`src/rtl/rk8e_data_break_if.sv`:
```
// Signal bundle between the RK8E data-break engine and its surroundings:
// the command source, the CPU sequencer/memory stage and the disk serializer.
interface rk8e_data_break_if;
  logic        cmd_start;
  logic        cmd_to_mem;
  logic [2:0]  cmd_field;
  logic [11:0] cmd_addr;
  logic        cmd_half;
  logic [4:0]  state;
  logic [11:0] mem_data;
  logic [11:0] dw_data;
  logic        dw_valid;
  logic        dw_ready;
  logic [11:0] dr_data;
  logic        dr_valid;
  logic        dr_ready;
  logic        break_req;
  logic [14:0] dmaAddr;
  logic [11:0] disk2mem;
  logic        to_disk;
  logic        busy;
  logic        done;

  // master: the data-break engine; slave: command source, sequencer and disk side.
  modport master (
    input  cmd_start, cmd_to_mem, cmd_field, cmd_addr, cmd_half, state, mem_data,
    input  dw_data, dw_valid, dr_ready,
    output dw_ready, dr_data, dr_valid, break_req, dmaAddr, disk2mem, to_disk, busy, done
  );

  modport slave (
    output cmd_start, cmd_to_mem, cmd_field, cmd_addr, cmd_half, state, mem_data,
    output dw_data, dw_valid, dr_ready,
    input  dw_ready, dr_data, dr_valid, break_req, dmaAddr, disk2mem, to_disk, busy, done
  );
endinterface

```
`src/rtl/rk8e_data_break.sv`:
```
// RK8E data-break (DMA) engine: one sector per command, FIFO-buffered, break cycles DB0..DB2.
// Optional macro DB_FIELD_CARRY_EN lets the 12-bit address wrap carry into the field.
module rk8e_data_break #(
  parameter int unsigned FIFO_DEPTH = 4,
  parameter logic [4:0]  DB0_CODE   = 5'd0,
  parameter logic [4:0]  DB1_CODE   = 5'd0,
  parameter logic [4:0]  DB2_CODE   = 5'd0
) (
  input logic                 clk,
  input logic                 reset,
  rk8e_data_break_if.master   bus
);
  localparam int unsigned PtrW  = $clog2(FIFO_DEPTH);
  localparam logic [PtrW:0] Depth = (PtrW + 1)'(FIFO_DEPTH);

  typedef enum logic [1:0] {StIdle, StRun, StDrain, StFin} st_e;

  st_e              st_q, st_d;
  logic [14:0]      addr_q, addr_d, addr_inc;
  logic [8:0]       len_q, len_d, remaining_q, remaining_d, pushed_q, pushed_d;
  logic             to_disk_q, to_disk_d, in_break_q, in_break_d;
  logic [11:0]      fifo_q [FIFO_DEPTH];
  logic [PtrW-1:0]  wptr_q, wptr_d, rptr_q, rptr_d;
  logic [PtrW:0]    cnt_q, cnt_d;

  logic        run, fifo_full, fifo_empty, req, db0_hit, db2_hit;
  logic        ready, rd_valid, push, pop;
  logic [11:0] head, push_data;

  always_comb begin
    run        = (st_q == StRun);
    head       = fifo_q[rptr_q];
    fifo_full  = (cnt_q == Depth);
    fifo_empty = (cnt_q == '0);
    db2_hit    = in_break_q && (bus.state == DB2_CODE);
    // While a break is in flight the request stays low, so no in-flight slot is reserved here.
    req = 1'b0;
    if (run && !in_break_q && (bus.state != DB1_CODE) && (bus.state != DB2_CODE)) begin
      req = to_disk_q ? ((remaining_q != '0) && !fifo_full) : !fifo_empty;
    end
    db0_hit   = req && (bus.state == DB0_CODE);
    // A DB2 pop frees the head slot this cycle, so a full FIFO may still accept a word.
    ready     = run && !to_disk_q && (pushed_q < len_q) && (!fifo_full || db2_hit);
    rd_valid  = to_disk_q && !fifo_empty && ((st_q == StRun) || (st_q == StDrain));
    push      = to_disk_q ? db2_hit : (bus.dw_valid && ready);
    pop       = to_disk_q ? (rd_valid && bus.dr_ready) : db2_hit;
    push_data = to_disk_q ? bus.mem_data : bus.dw_data;
  end

  always_comb begin
`ifdef DB_FIELD_CARRY_EN
    addr_inc = addr_q + 15'd1;
`else
    addr_inc = {addr_q[14:12], addr_q[11:0] + 12'd1};
`endif
  end

  always_comb begin
    st_d        = st_q;
    addr_d      = addr_q;
    len_d       = len_q;
    remaining_d = remaining_q;
    pushed_d    = pushed_q;
    to_disk_d   = to_disk_q;
    in_break_d  = in_break_q;
    wptr_d      = wptr_q;
    rptr_d      = rptr_q;
    cnt_d       = cnt_q;

    if (db0_hit) in_break_d = 1'b1;
    if (db2_hit) begin
      in_break_d  = 1'b0;
      addr_d      = addr_inc;
      remaining_d = remaining_q - 9'd1;
    end
    if (push) wptr_d = wptr_q + 1'b1;
    if (pop)  rptr_d = rptr_q + 1'b1;
    if (push && !to_disk_q) pushed_d = pushed_q + 9'd1;
    unique case ({push, pop})
      2'b10:   cnt_d = cnt_q + 1'b1;
      2'b01:   cnt_d = cnt_q - 1'b1;
      default: cnt_d = cnt_q;
    endcase

    unique case (st_q)
      StIdle: begin
        if (bus.cmd_start) begin
          addr_d      = {bus.cmd_field, bus.cmd_addr};
          len_d       = bus.cmd_half ? 9'd128 : 9'd256;
          remaining_d = bus.cmd_half ? 9'd128 : 9'd256;
          pushed_d    = '0;
          to_disk_d   = ~bus.cmd_to_mem;
          in_break_d  = 1'b0;
          wptr_d      = '0;
          rptr_d      = '0;
          cnt_d       = '0;
          st_d        = StRun;
        end
      end
      StRun:   if (remaining_q == '0) st_d = StDrain;
      StDrain: if (!to_disk_q || fifo_empty) st_d = StFin;
      StFin:   st_d = StIdle;
      default: st_d = StIdle;
    endcase
  end

  always_ff @(posedge clk) begin
    if (reset) begin
      st_q        <= StIdle;
      addr_q      <= '0;
      len_q       <= '0;
      remaining_q <= '0;
      pushed_q    <= '0;
      to_disk_q   <= 1'b0;
      in_break_q  <= 1'b0;
      wptr_q      <= '0;
      rptr_q      <= '0;
      cnt_q       <= '0;
      for (int i = 0; i < FIFO_DEPTH; i++) fifo_q[i] <= '0;
    end else begin
      st_q        <= st_d;
      addr_q      <= addr_d;
      len_q       <= len_d;
      remaining_q <= remaining_d;
      pushed_q    <= pushed_d;
      to_disk_q   <= to_disk_d;
      in_break_q  <= in_break_d;
      wptr_q      <= wptr_d;
      rptr_q      <= rptr_d;
      cnt_q       <= cnt_d;
      if (push) fifo_q[wptr_q] <= push_data;
    end
  end

  assign bus.break_req = req;
  assign bus.dmaAddr   = addr_q;
  assign bus.disk2mem  = head;
  assign bus.dw_ready  = ready;
  assign bus.dr_valid  = rd_valid;
  assign bus.dr_data   = to_disk_q ? head : 12'd0;
  assign bus.to_disk   = to_disk_q;
  assign bus.busy      = (st_q == StRun) || (st_q == StDrain);
  assign bus.done      = (st_q == StFin);
endmodule

```
`src/flat_wrapper.sv`:
```
// flat-port wrapper written by rule: the top's interface ports become plain ports
module rk8e_data_break_flat 
#(
  parameter int unsigned FIFO_DEPTH = 4,
  parameter logic [4:0]  DB0_CODE   = 5'd0,
  parameter logic [4:0]  DB1_CODE   = 5'd0,
  parameter logic [4:0]  DB2_CODE   = 5'd0
)
  (clk, reset, bus_cmd_start, bus_cmd_to_mem, bus_cmd_field, bus_cmd_addr, bus_cmd_half, bus_state, bus_mem_data, bus_dw_data, bus_dw_valid, bus_dr_ready, bus_dw_ready, bus_dr_data, bus_dr_valid, bus_break_req, bus_dmaAddr, bus_disk2mem, bus_to_disk, bus_busy, bus_done);
  rk8e_data_break_if bus_i ();
  input logic clk;
  input logic reset;
  input wire logic [$bits(bus_i.cmd_start)-1:0] bus_cmd_start;
  input wire logic [$bits(bus_i.cmd_to_mem)-1:0] bus_cmd_to_mem;
  input wire logic [$bits(bus_i.cmd_field)-1:0] bus_cmd_field;
  input wire logic [$bits(bus_i.cmd_addr)-1:0] bus_cmd_addr;
  input wire logic [$bits(bus_i.cmd_half)-1:0] bus_cmd_half;
  input wire logic [$bits(bus_i.state)-1:0] bus_state;
  input wire logic [$bits(bus_i.mem_data)-1:0] bus_mem_data;
  input wire logic [$bits(bus_i.dw_data)-1:0] bus_dw_data;
  input wire logic [$bits(bus_i.dw_valid)-1:0] bus_dw_valid;
  input wire logic [$bits(bus_i.dr_ready)-1:0] bus_dr_ready;
  output wire logic [$bits(bus_i.dw_ready)-1:0] bus_dw_ready;
  output wire logic [$bits(bus_i.dr_data)-1:0] bus_dr_data;
  output wire logic [$bits(bus_i.dr_valid)-1:0] bus_dr_valid;
  output wire logic [$bits(bus_i.break_req)-1:0] bus_break_req;
  output wire logic [$bits(bus_i.dmaAddr)-1:0] bus_dmaAddr;
  output wire logic [$bits(bus_i.disk2mem)-1:0] bus_disk2mem;
  output wire logic [$bits(bus_i.to_disk)-1:0] bus_to_disk;
  output wire logic [$bits(bus_i.busy)-1:0] bus_busy;
  output wire logic [$bits(bus_i.done)-1:0] bus_done;
  assign bus_i.cmd_start = bus_cmd_start;
  assign bus_i.cmd_to_mem = bus_cmd_to_mem;
  assign bus_i.cmd_field = bus_cmd_field;
  assign bus_i.cmd_addr = bus_cmd_addr;
  assign bus_i.cmd_half = bus_cmd_half;
  assign bus_i.state = bus_state;
  assign bus_i.mem_data = bus_mem_data;
  assign bus_i.dw_data = bus_dw_data;
  assign bus_i.dw_valid = bus_dw_valid;
  assign bus_i.dr_ready = bus_dr_ready;
  assign bus_dw_ready = bus_i.dw_ready;
  assign bus_dr_data = bus_i.dr_data;
  assign bus_dr_valid = bus_i.dr_valid;
  assign bus_break_req = bus_i.break_req;
  assign bus_dmaAddr = bus_i.dmaAddr;
  assign bus_disk2mem = bus_i.disk2mem;
  assign bus_to_disk = bus_i.to_disk;
  assign bus_busy = bus_i.busy;
  assign bus_done = bus_i.done;
  rk8e_data_break #(.FIFO_DEPTH(FIFO_DEPTH), .DB0_CODE(DB0_CODE), .DB1_CODE(DB1_CODE), .DB2_CODE(DB2_CODE)) u_core (.clk(clk), .reset(reset), .bus(bus_i));
endmodule
```
`config.mk`:
```
export PLATFORM = sky130hd
export DESIGN_NAME = rk8e_data_break_flat
export DESIGN_NICKNAME = d
export VERILOG_FILES = /design/src/rtl/rk8e_data_break_if.sv /design/src/rtl/rk8e_data_break.sv /design/src/flat_wrapper.sv
export SDC_FILE = /design/constraint.sdc
export NUM_CORES = 1
export LEC_CHECK = 0
export ABC_CLOCK_PERIOD_IN_PS = 3170
export CAP_MARGIN = 20
export CORE_ASPECT_RATIO = 0.75
export CORE_UTILIZATION = 47
export DETAILED_ROUTE_END_ITERATION = 7
export PLACE_DENSITY = 0.77
export SKIP_CTS_REPAIR_TIMING = 1
export SLEW_MARGIN = 30
export SYNTH_ARGS = -nofsm -noshare
export SYNTH_HDL_FRONTEND = slang
export SYNTH_SLANG_ARGS = --single-unit
```
`constraint.sdc`:
```
create_clock -name clk -period 3.17 [get_ports clk]
set_clock_uncertainty 0.05 [all_clocks]
set_input_delay 0.634 -clock clk [delete_from_list [all_inputs] [get_ports clk]]
set_output_delay 0.634 -clock clk [all_outputs]
set_load 0.02 [all_outputs]
```
==> run metrics, run 1 <==
post-route design area=approximately 0.0063 sq mm; Distinct cells, synth=57; post-DP HPWL=around 8000 microns; Lkg Pwr=roughly 2.3 nW; Worst-Margin Slew=roughly 0.7 ns; Wirelength per Cell=around 16 microns; Residual DRC=0; all-layer global routing usage=approximately 22%; CTS Sinks=between 90 and 100; Req. time, crit path=approximately 2.5 ns; final WL=roughly 11000 microns; number of global-route vias before repair=~3800; worst setup path startpoint=bus_state[0]; reg2reg setup slack=approximately 0.42 ns; initial antenna violation count=0; routed vias/inst=between 5 and 6; worst ir drop on vdd=between 400 and 500 uV; layout cells sized above 1=about 12%; Clk Tree Root Cell=clkbuf_16; Slew headroom=approximately 52%; Post-synth ARST share=0%; maxcap violations=0; Finished Layout Cells=roughly 700; Area Growth Syn to Fin=31.1%; Die X=~120 microns; Worst setup EP type=output pin; post-synth design cell area=0.00480 sq mm; worst skew pair latency=around 0.35 ns; reg-to-reg startpoint=u_core.st_q[0]; period utilisation layout=97.6%; GPL Wtd Cong=just under 0.8; largest net degree at the start of global routing=31; drt first pass iters=4; Max Root-Sink Buffers=2; Crit Path Class=in2out; global-route wire length before repair=around 18000 microns; pwr dens=a little over 600 mW/mm^2; Syn Inst Count=458; top_reg_cell synth=edfxtp_1; die area=between 0.01 and 0.015 sq mm; via count=between 3000 and 4000; die height=about 89 microns; outcome=complete, no violations; Post-synth EDFFs=48; Antenna Cells=0; CTS tree=yes; # rows=31; nets=~630; H-tree Lvls=3; CP Launch Type=primary input; Buffers on Ports=95; Placed Cells=687; worst hold start=u_core.bus.dmaAddr[14]; RSZ-0062 raised after global routing=no; total power=approximately 4 mW; syn_nets=520; min-delay worst type=reg2reg; Worst Hold Depth=2; R2R cell count=11; worst r2r dst=u_core.cnt_q[2]; Core ar.=between 0.009 and 0.01 sq mm; Hold Vio Cnt, Final=0; yosys warns=0; post-layout min period=3.09 ns; initial DRC count=281; Antenna Nets Post-Route=0; sequential share of the synthesized area=approximately half; Ports=96; Worst-path clk slew=0.07 ns; total CTS buffers=9; Initial Util=about half; Worst EP arrival=about 2.4 ns; #FFs+latches synth=94; critical path fanouts, max=3; dpl cell area=roughly 0.006 sq mm; average size of a mapped cell=10.5 sq um; # setup viols final=0; max-slew violation count=0; grt total ovfl=0; end of the worst hold path=u_core.bus.dmaAddr[14]; Max Freq=roughly 320 MHz
critical path: stages:
cell and delay (ns):
clkdlybuf4s50_1 0.45, buf_4 0.17, nor4_4 0.30, a21boi_1 0.13, nor2_1 0.12, clkdlybuf4s50_1 0.61
through the flow:
stage | utilization (%) | worst slack [ns] | hold WS (ns) | setup TNS [ns]
final | 64.3 | 0.0757 | 0.418 | 0
after global routing | 64.3 | 0.00162 | 0.448 | 0
after CTS | 64.2 | 0.0702 | 0.425 | 0
after detailed placement | 61.2 | -0.0359 | 0.410 | -0.0359
after global placement | 61.2 | 0.0819 | 0.400 | 0
after floorplan | - | 0.0139 | 0.383 | 0
area by class of cell:
| type | count | area [sq um] |
|---|---|---|
| well taps | 132 | 165 |
| inverters | 18 | 67.6 |
| multi-input cells | 321 | 2230 |
| clock buffers | 9 | 225 |
| flip-flops and latches | 94 | 2360 |
| fillers | 788 | 3490 |
| repair buffers | 122 | 1170 |
| clock inverters | 7 | 67.6 |
worst max-delay path by stage:
| stage | to | slack (ns) | cells past startpoint |
|---|---|---|---|
| 6_report | bus_dw_ready | 0.08 | 6 |
| 5_1_grt | bus_dw_ready | 0.002 | 6 |
| 4_1_cts | bus_break_req | 0.07 | 8 |
| 3_5_place_dp | u_core.cnt_q[2] | -0.04 | 11 |
| 3_3_place_gp | u_core.cnt_q[2] | 0.08 | 11 |
| 2_1_floorplan | u_core.fifo_q[1][0] | 0.01 | 6 |
flip-flops by register name (all words and copies together), names as in the netlist:
signal	flops
u_core.remaining_q	9
u_core.st_q	2
u_core.fifo_q	48
u_core.bus.to_disk	1
u_core.len_q	2
u_core.bus.dmaAddr	15
u_core.in_break_q	1
u_core.wptr_q	2
u_core.cnt_q	3
u_core.pushed_q	9
u_core.rptr_q	2
report_power, final:
group          switching, mW  total [mW]  internal [mW]
clock network          0.512        1.06          0.553
logic                  0.679        1.25          0.570
registers              0.134        1.59           1.45
total                   1.32        3.90           2.58
synth_stat cells (all sizes together) (8+ instances only):
| cell | n | area share, % |
|---|---|---|
| nor2 | 77 | 6.0 |
| edfxtp | 48 | 30 |
| dfxtp | 46 | 19 |
| nand2 | 27 | 2.1 |
| a21oi | 26 | 2.7 |
| o21ai | 20 | 2.1 |
| inv | 18 | 1.4 |
| mux2i | 15 | 3.1 |
| xnor2 | 15 | 2.7 |
| and2 | 13 | 1.7 |
| clkbuf | 13 | 1.0 |
| buf | 12 | 2.0 |
| mux4 | 12 | 5.6 |
| ha | 10 | 2.6 |
| nor3 | 10 | 1.0 |
| nand3 | 9 | 0.94 |
| nor4 | 8 | 1.7 |
kinds of logic after synthesis:
family | Yosys count | synth area share (%)
AND/OR/NAND/NOR | 180 | 18.9
adder cells (fa/ha/maj) | 11 | 3.03
AO/OA/AOI/OAI | 83 | 12.0
buffers and inverters | 43 | 4.38
XOR/XNOR | 20 | 3.65
flip-flops | 94 | 49.3
multiplexers | 27 | 8.77
metal layers:
metal	up-vias	global-route usage (%)	share of wire (%)
li1	1883	-	-
met1	1859	29.2	44
met2	118	38.1	49
met3	10	4.59	5.4
met4	0	7.02	0.79
met5	-	0	0
layout by cell type, fill, tap and decap left out, types with 3 or more instances in the layout:
cell type,n
clkinv_4,3
o41ai_1,3
o21ai_1,3
clkbuf_16,9
a21o_1,3
o2111ai_2,3
o21ai_0,17
and2_1,13
inv_8,3
nor4_1,6
mux2i_1,15
xor2_1,5
a21oi_1,26
xnor2_1,15
nand3_1,9
buf_4,26
edfxtp_1,48
inv_1,17
nand2b_1,6
nand2_1,27
nor2b_1,4
nor3b_1,3
clkdlybuf4s50_1,94
nor2_1,77
mux4_2,12
a31oi_1,4
nand3b_1,3
nand4_1,5
dfxtp_1,45
nor3_1,10
or3_1,3
o211ai_1,3
o311ai_0,3
or4_1,4
ha_1,10
No activity file was read; power rests on OpenSTA's default activity.
==> run 2, diff against run 1 <==
Settings changed: ABC_AREA set to 1, PLACE_DENSITY 0.77 to 0.76.
==> run metrics, run 2 <==
maxcap violations=0 (unchanged); outcome=complete, no violations; reg-to-reg startpoint=u_core.st_q[0]; CTS Sinks=94 (unchanged); Antenna Nets Post-Route=0 (unchanged); max-slew violation count=0 (unchanged); CP max stage delay=0.66 ns (+0.05 ns); Layout fillers=901 (+14%); Power Internal=2.42 mW (-6.0%); CP Launch Type=register; number of global-route vias before repair=4153 (+10%); Post-synth ARST share=0% (unchanged); layout cells sized above 1=7.50% (-4.6 points); multi-input logic area=0.00223 sq mm (-0.11%); worst ir drop on vdd=353 uV (-22%); Worst Hold Depth=2 (unchanged); Worst EP arrival=2.25 ns (-0.16 ns); Seq pwr share=42.3% (+1.6 points); Largest Register=u_core.fifo_q; post-layout min period=2.94 ns (-0.155 ns); Antenna Cells=0 (unchanged); Req. time, crit path=2.49 ns (about the same); R2R cell count=13 (+2); final WL=12300 microns (+9.1%); worst setup path startpoint=u_core.bus.to_disk; Die X=121 microns (+1.7%); total power=3.59 mW (-8.0%); yosys warns=0 (unchanged); final worst setup slack=0.231 ns (+0.155 ns); largest cells by area after synthesis=edfxtp_1 (29%), dfxtp_1 (19%), nor2_1 (11%), nand2_1 (7.5%), o21ai_0 (4.8%); clock power share=29.3% (+2.0 points); Hold Vio Cnt, Final=0 (unchanged); post-synth design cell area=0.00496 sq mm (+3.4%); initial DRC count=258 (-8.2%); worst hold start=u_core.len_q[8]; # setup viols final=0 (unchanged); worst skew pair latency=0.34 ns (about the same); Residual DRC=0 (unchanged); Post-synth EDFFs=48 (unchanged); top_reg_cell synth=edfxtp_1; GR peak layer=met2; Core ar.=0.0103 sq mm (+5.3%); period utilisation layout=92.7% (-4.9 points); Worst-path clk slew=0.06 ns (about the same); sequential share of the synthesized area=47.6% (-1.6 points); critical path fanouts, max=13 (+10); largest net degree at the start of global routing=26 (-16%); Crit Path Class=reg2out; min-delay worst type=reg2reg; RSZ-0062 raised after global routing=no; GPL Wtd Cong=0.855 (+8.8%); Slew headroom=54.1% (+2.1 points); end of the worst hold path=u_core.len_q[8]; Placement Setup Slack=0.203 ns (+0.239 ns); Buffers on Ports=95 (unchanged); sw frac=32.5% (-1.5 points); commonest non-fill, non-tap cell in the layout=nor2_1; met2 track demand over resource=38.3% (+0.15 points); global-route wire length before repair=20100 microns (+9.6%); register area=0.00236 sq mm (about the same); routed vias/inst=5.14 (-6.7%); post-DP HPWL=8960 microns (+12%); H-tree Lvls=3 (unchanged); initial antenna violation count=0 (unchanged); Worst setup EP type=output pin; Post-synth top cells=nor2_1 (145), nand2_1 (99), inv_1 (57); grt total ovfl=0 (unchanged); Max Root-Sink Buffers=2 (unchanged); Buf+Inv Stages, Crit Path=2 (-1); # rows=32 (+3.2%); Distinct cells, synth=39 (-32%); CTS tree=yes; met1 Use GR=31.9% (+2.7 points); power share of the combinational group=28.4% (-3.6 points); Wirelength per Cell=14.6 microns (-9.0%); average size of a mapped cell=8.14 sq um (-22%); Ports=96 (unchanged); syn_nets=671 (+29%); #FFs+latches synth=94 (unchanged); met3 Usage GRT=5.84% (+1.2 points); worst r2r dst=u_core.cnt_q[2]; cell with the most instances after synthesis=nor2_1; crit-path leading delay family=buffers and inverters; Worst-Margin Slew=0.669 ns (-0.0505 ns); Area Growth Syn to Fin=27.5%; Initial Util=48.2% (-0.87 points); CP cell instances=inv_1, a21oi_1, clkdlybuf4s50_1; nets=764 (+22%); all-layer global routing usage=23.7% (+1.3 points); sw power=1.17 mW (-12%); CP max-delay cell=clkdlybuf4s50_1; pwr dens=568 mW/mm^2 (-8.6%); die height=91.0 microns (+1.7%); drt first pass iters=5 (+1); Max Freq=340 MHz (+5.3%); Clk Tree Root Cell=clkbuf_16; post-synth top area share=29.1% (-0.99 points); Syn Inst Count=609 (+33%); via count=4332 (+12%); final setup TNS=0 ns (unchanged); total CTS buffers=9 (unchanged); Lkg Pwr=2.50 nW (+9.9%); most frequent cells in the layout=nor2_1 (145), nand2_1 (99), clkdlybuf4s50_1 (95), inv_1 (57); die area=0.0110 sq mm (+3.4%); largest area contributor in the netlist=edfxtp_1; max FFs per register=48 (unchanged); reg2reg setup slack=0.55 ns (+0.13 ns)
run 2: worst max-delay path by stage:
stage,slack [ns],to,cells after the start
2_1_floorplan,0.50,u_core.fifo_q[1][0],7
3_3_place_gp,0.26,u_core.cnt_q[2],14
3_5_place_dp,0.20,u_core.cnt_q[2],14
4_1_cts,0.25,bus_dw_ready,7
5_1_grt,0.1,bus_dr_data[1],6
6_report,0.23,bus_dr_data[6],3
run 2: cell families (layout without fill, tap and decap cells):
logic type	Yosys count	in the layout	synth area share, %
compound gates	84	84	9.01
xor+xnor	14	14	2.47
fa+ha+maj	11	11	2.93
buf+inv	86	184	7.49
flops	94	94	47.6
mux	12	12	2.42
simple gates	308	308	28.1
run 2: layer usage:
| metal | vias up | share of wire (%) |
|---|---|---|
| met5 | - | 0 |
| met4 | 0 | 1.4 |
| met3 | 16 | 7.2 |
| met2 | 157 | 47 |
| met1 | 1994 | 44 |
| li1 | 2165 | - |
run 2: tightest hold or removal path, delay by kind of cell (launching register included):
kind,cells,cell delay (ns)
flip-flops,1,0.29
buffers and inverters,1,0.06
AO/OA/AOI/OAI,1,0.06
run 2: cell type report:
cell class	count	area share, %
Clock inverter	7	1.03
Sequential cell	94	37.4
Timing Repair Buffer	108	16.6
Inverter	60	3.56
Clock buffer	9	3.56
Multi-Input combinational cell	429	35.2
Tap cell	136	2.69
run 2: power groups by stage:
stage / registers (mW) / clock network [mW] / logic (mW)
2_1_floorplan: 1.57 / 0 / 0.563
3_3_place_gp: 1.53 / 0 / 0.992
3_5_place_dp: 1.54 / 0 / 1.01
4_1_cts: 1.51 / 1.06 / 1.02
5_1_grt: 1.53 / 1.11 / 1.12
6_report: 1.52 / 1.05 / 1.02
run 2: stage by stage:
step,instance area (sq um),hold slack [ns],cells,util [%]
floorplan,4960,0.391,609,-
global placement,6030,0.409,827,58.6
detailed placement,6030,0.410,827,58.6
CTS,6320,0.421,843,61.4
global route,6320,0.442,843,61.4
finish,6320,0.417,843,61.4
==> run 3, diff against run 2 <==
Settings changed: CORE_ASPECT_RATIO 0.75 to 1.4.
==> run metrics, run 3 (same netlist as run 2, synthesis figures left out) <==
outcome=complete, no violations; min-delay worst type=reg2reg; # rows=44 (+38%); Antenna Nets Post-Route=0 (unchanged); Core ar.=0.0103 sq mm (about the same); Lkg Pwr=2.54 nW (+1.8%); CP cell instances=clkdlybuf4s50_1, nor2_4, nand3_2, nand3_1, nor3_1, clkdlybuf4s50_1; Largest Register=u_core.fifo_q; Ports=96 (unchanged); Worst-path clk slew=0.06 ns (about the same); Buffers on Ports=95 (unchanged); largest net degree at the start of global routing=26 (unchanged); Worst EP arrival=2.25 ns (about the same); Worst setup EP type=output pin; grt total ovfl=0 (unchanged); dpl cell area=0.00604 sq mm (+0.17%); worst ir drop on vdd=403 uV (+14%); final WL=12100 microns (-2.2%); hold slack=0.418 ns (+0.000467 ns); CP max-delay cell=clkdlybuf4s50_1; CTS Sinks=94 (unchanged); CP max stage delay=0.65 ns (about the same); Slew headroom=54.9% (+0.75 points); commonest non-fill, non-tap cell in the layout=nor2_1; maxcap violations=0 (unchanged); Crit Path Class=in2out; CP Launch Type=primary input; initial DRC count=178 (-31%); worst skew pair latency=0.35 ns (about the same); # setup viols final=0 (unchanged); total CTS buffers=9 (unchanged); all-layer global routing usage=24.1% (+0.40 points); most frequent cells in the layout=nor2_1 (145), nand2_1 (99), clkdlybuf4s50_1 (95), inv_1 (57); Req. time, crit path=2.49 ns (about the same); initial antenna violation count=0 (unchanged); Hold Vio Cnt, Final=0 (unchanged); global-route wire length before repair=19900 microns (-1.2%); max-slew violation count=0 (unchanged); number of global-route vias before repair=4316 (+3.9%); crit-path leading delay family=buffers and inverters; final setup TNS=0 ns (unchanged); multi-input logic area=0.00223 sq mm (unchanged); critical path fanouts, max=3 (-10); Antenna Cells=0 (unchanged); die area=0.0110 sq mm (about the same); nets=765 (+0.13%); final worst setup slack=0.232 ns (+0.000322 ns); period utilisation layout=92.7% (about the same); Initial Util=48.2% (about the same); CTS tree=yes; drt first pass iters=4 (-1); GPL Wtd Cong=0.900 (+5.2%); layout cells sized above 1=7.77% (+0.27 points); Placement Setup Slack=0.119 ns (-0.0833 ns); Buf+Inv Stages, Crit Path=2 (unchanged); register area=0.00236 sq mm (unchanged); Worst-Margin Slew=0.658 ns (-0.0109 ns); Wirelength per Cell=14.3 microns (-2.5%); Residual DRC=0 (unchanged); Clk Tree Root Cell=clkbuf_16; die height=124 microns (+36%); post-layout min period=2.94 ns (-0.000322 ns); Die X=88.8 microns (-26%); post-route design area=0.00641 sq mm (+1.4%); H-tree Lvls=3 (unchanged); max FFs per register=48 (unchanged); via count=4392 (+1.4%); pwr dens=604 mW/mm^2 (+6.5%); RSZ-0062 raised after global routing=no; Layout fillers=881 (-2.2%); routed vias/inst=5.19 (+1.0%); most used cell, CP=clkdlybuf4s50_1; Max Freq=340 MHz (about the same); Max Root-Sink Buffers=2 (unchanged); post-DP HPWL=9190 microns (+2.6%); Area Growth Syn to Fin=29.3%
run 3: changes by cell type in the layout (fill, tap and decap cells not counted):
cell and delta:
clkinv_1 -1, clkinv_2 -1, clkinvlp_2 -1, clkbuf_8 +1, clkinv_4 -1, bufinv_16 +3
buf_4 +1
run 3: worst paths after layout:
check	start	end	slack, ns	cells after the start
worst max-delay path	bus_state[2]	bus_break_req	0.23	6
worst min-delay path	u_core.len_q[7]	u_core.len_q[7]	0.42	1
worst max register to register	u_core.st_q[0]	u_core.cnt_q[2]	0.57	13
worst min register to register	u_core.len_q[7]	u_core.len_q[7]	0.42	1
run 3: layout make-up:
| cell class | instances | share of cell area, % |
|---|---|---|
| sequential | 94 | 36.8 |
| multi-input combinational | 429 | 34.7 |
| timing repair buffer | 109 | 16.5 |
| clock buffer | 10 | 3.73 |
| inverter | 60 | 3.51 |
| tap | 138 | 2.69 |
| clock inverter | 6 | 2.07 |
run 3: metrics by stage:
stage          total power, mW  std cells  util [%]
4_1_cts                   3.89        846      62.3
6_report                  3.88        846      62.3
2_1_floorplan             2.13        609         -
3_3_place_gp              2.54        830      58.7
3_5_place_dp              2.57        830      58.7
5_1_grt                   4.05        846      62.3
run 3: layer usage:
metal / share of wire (%) / global-route usage (%) / vias to the layer above
li1: - / - / 2168
met1: 37 / 24.4 / 2051
met4: 3.0 / 9.38 / 0
met5: 0 / 0 / -
met2: 54 / 46.9 / 145
met3: 6.3 / 5.07 / 28
run 3: power by group:
part           internal [mW]  switching, mW
combinational          0.426          0.609
clock                  0.871          0.458
sequential              1.40          0.116
total                   2.69           1.18
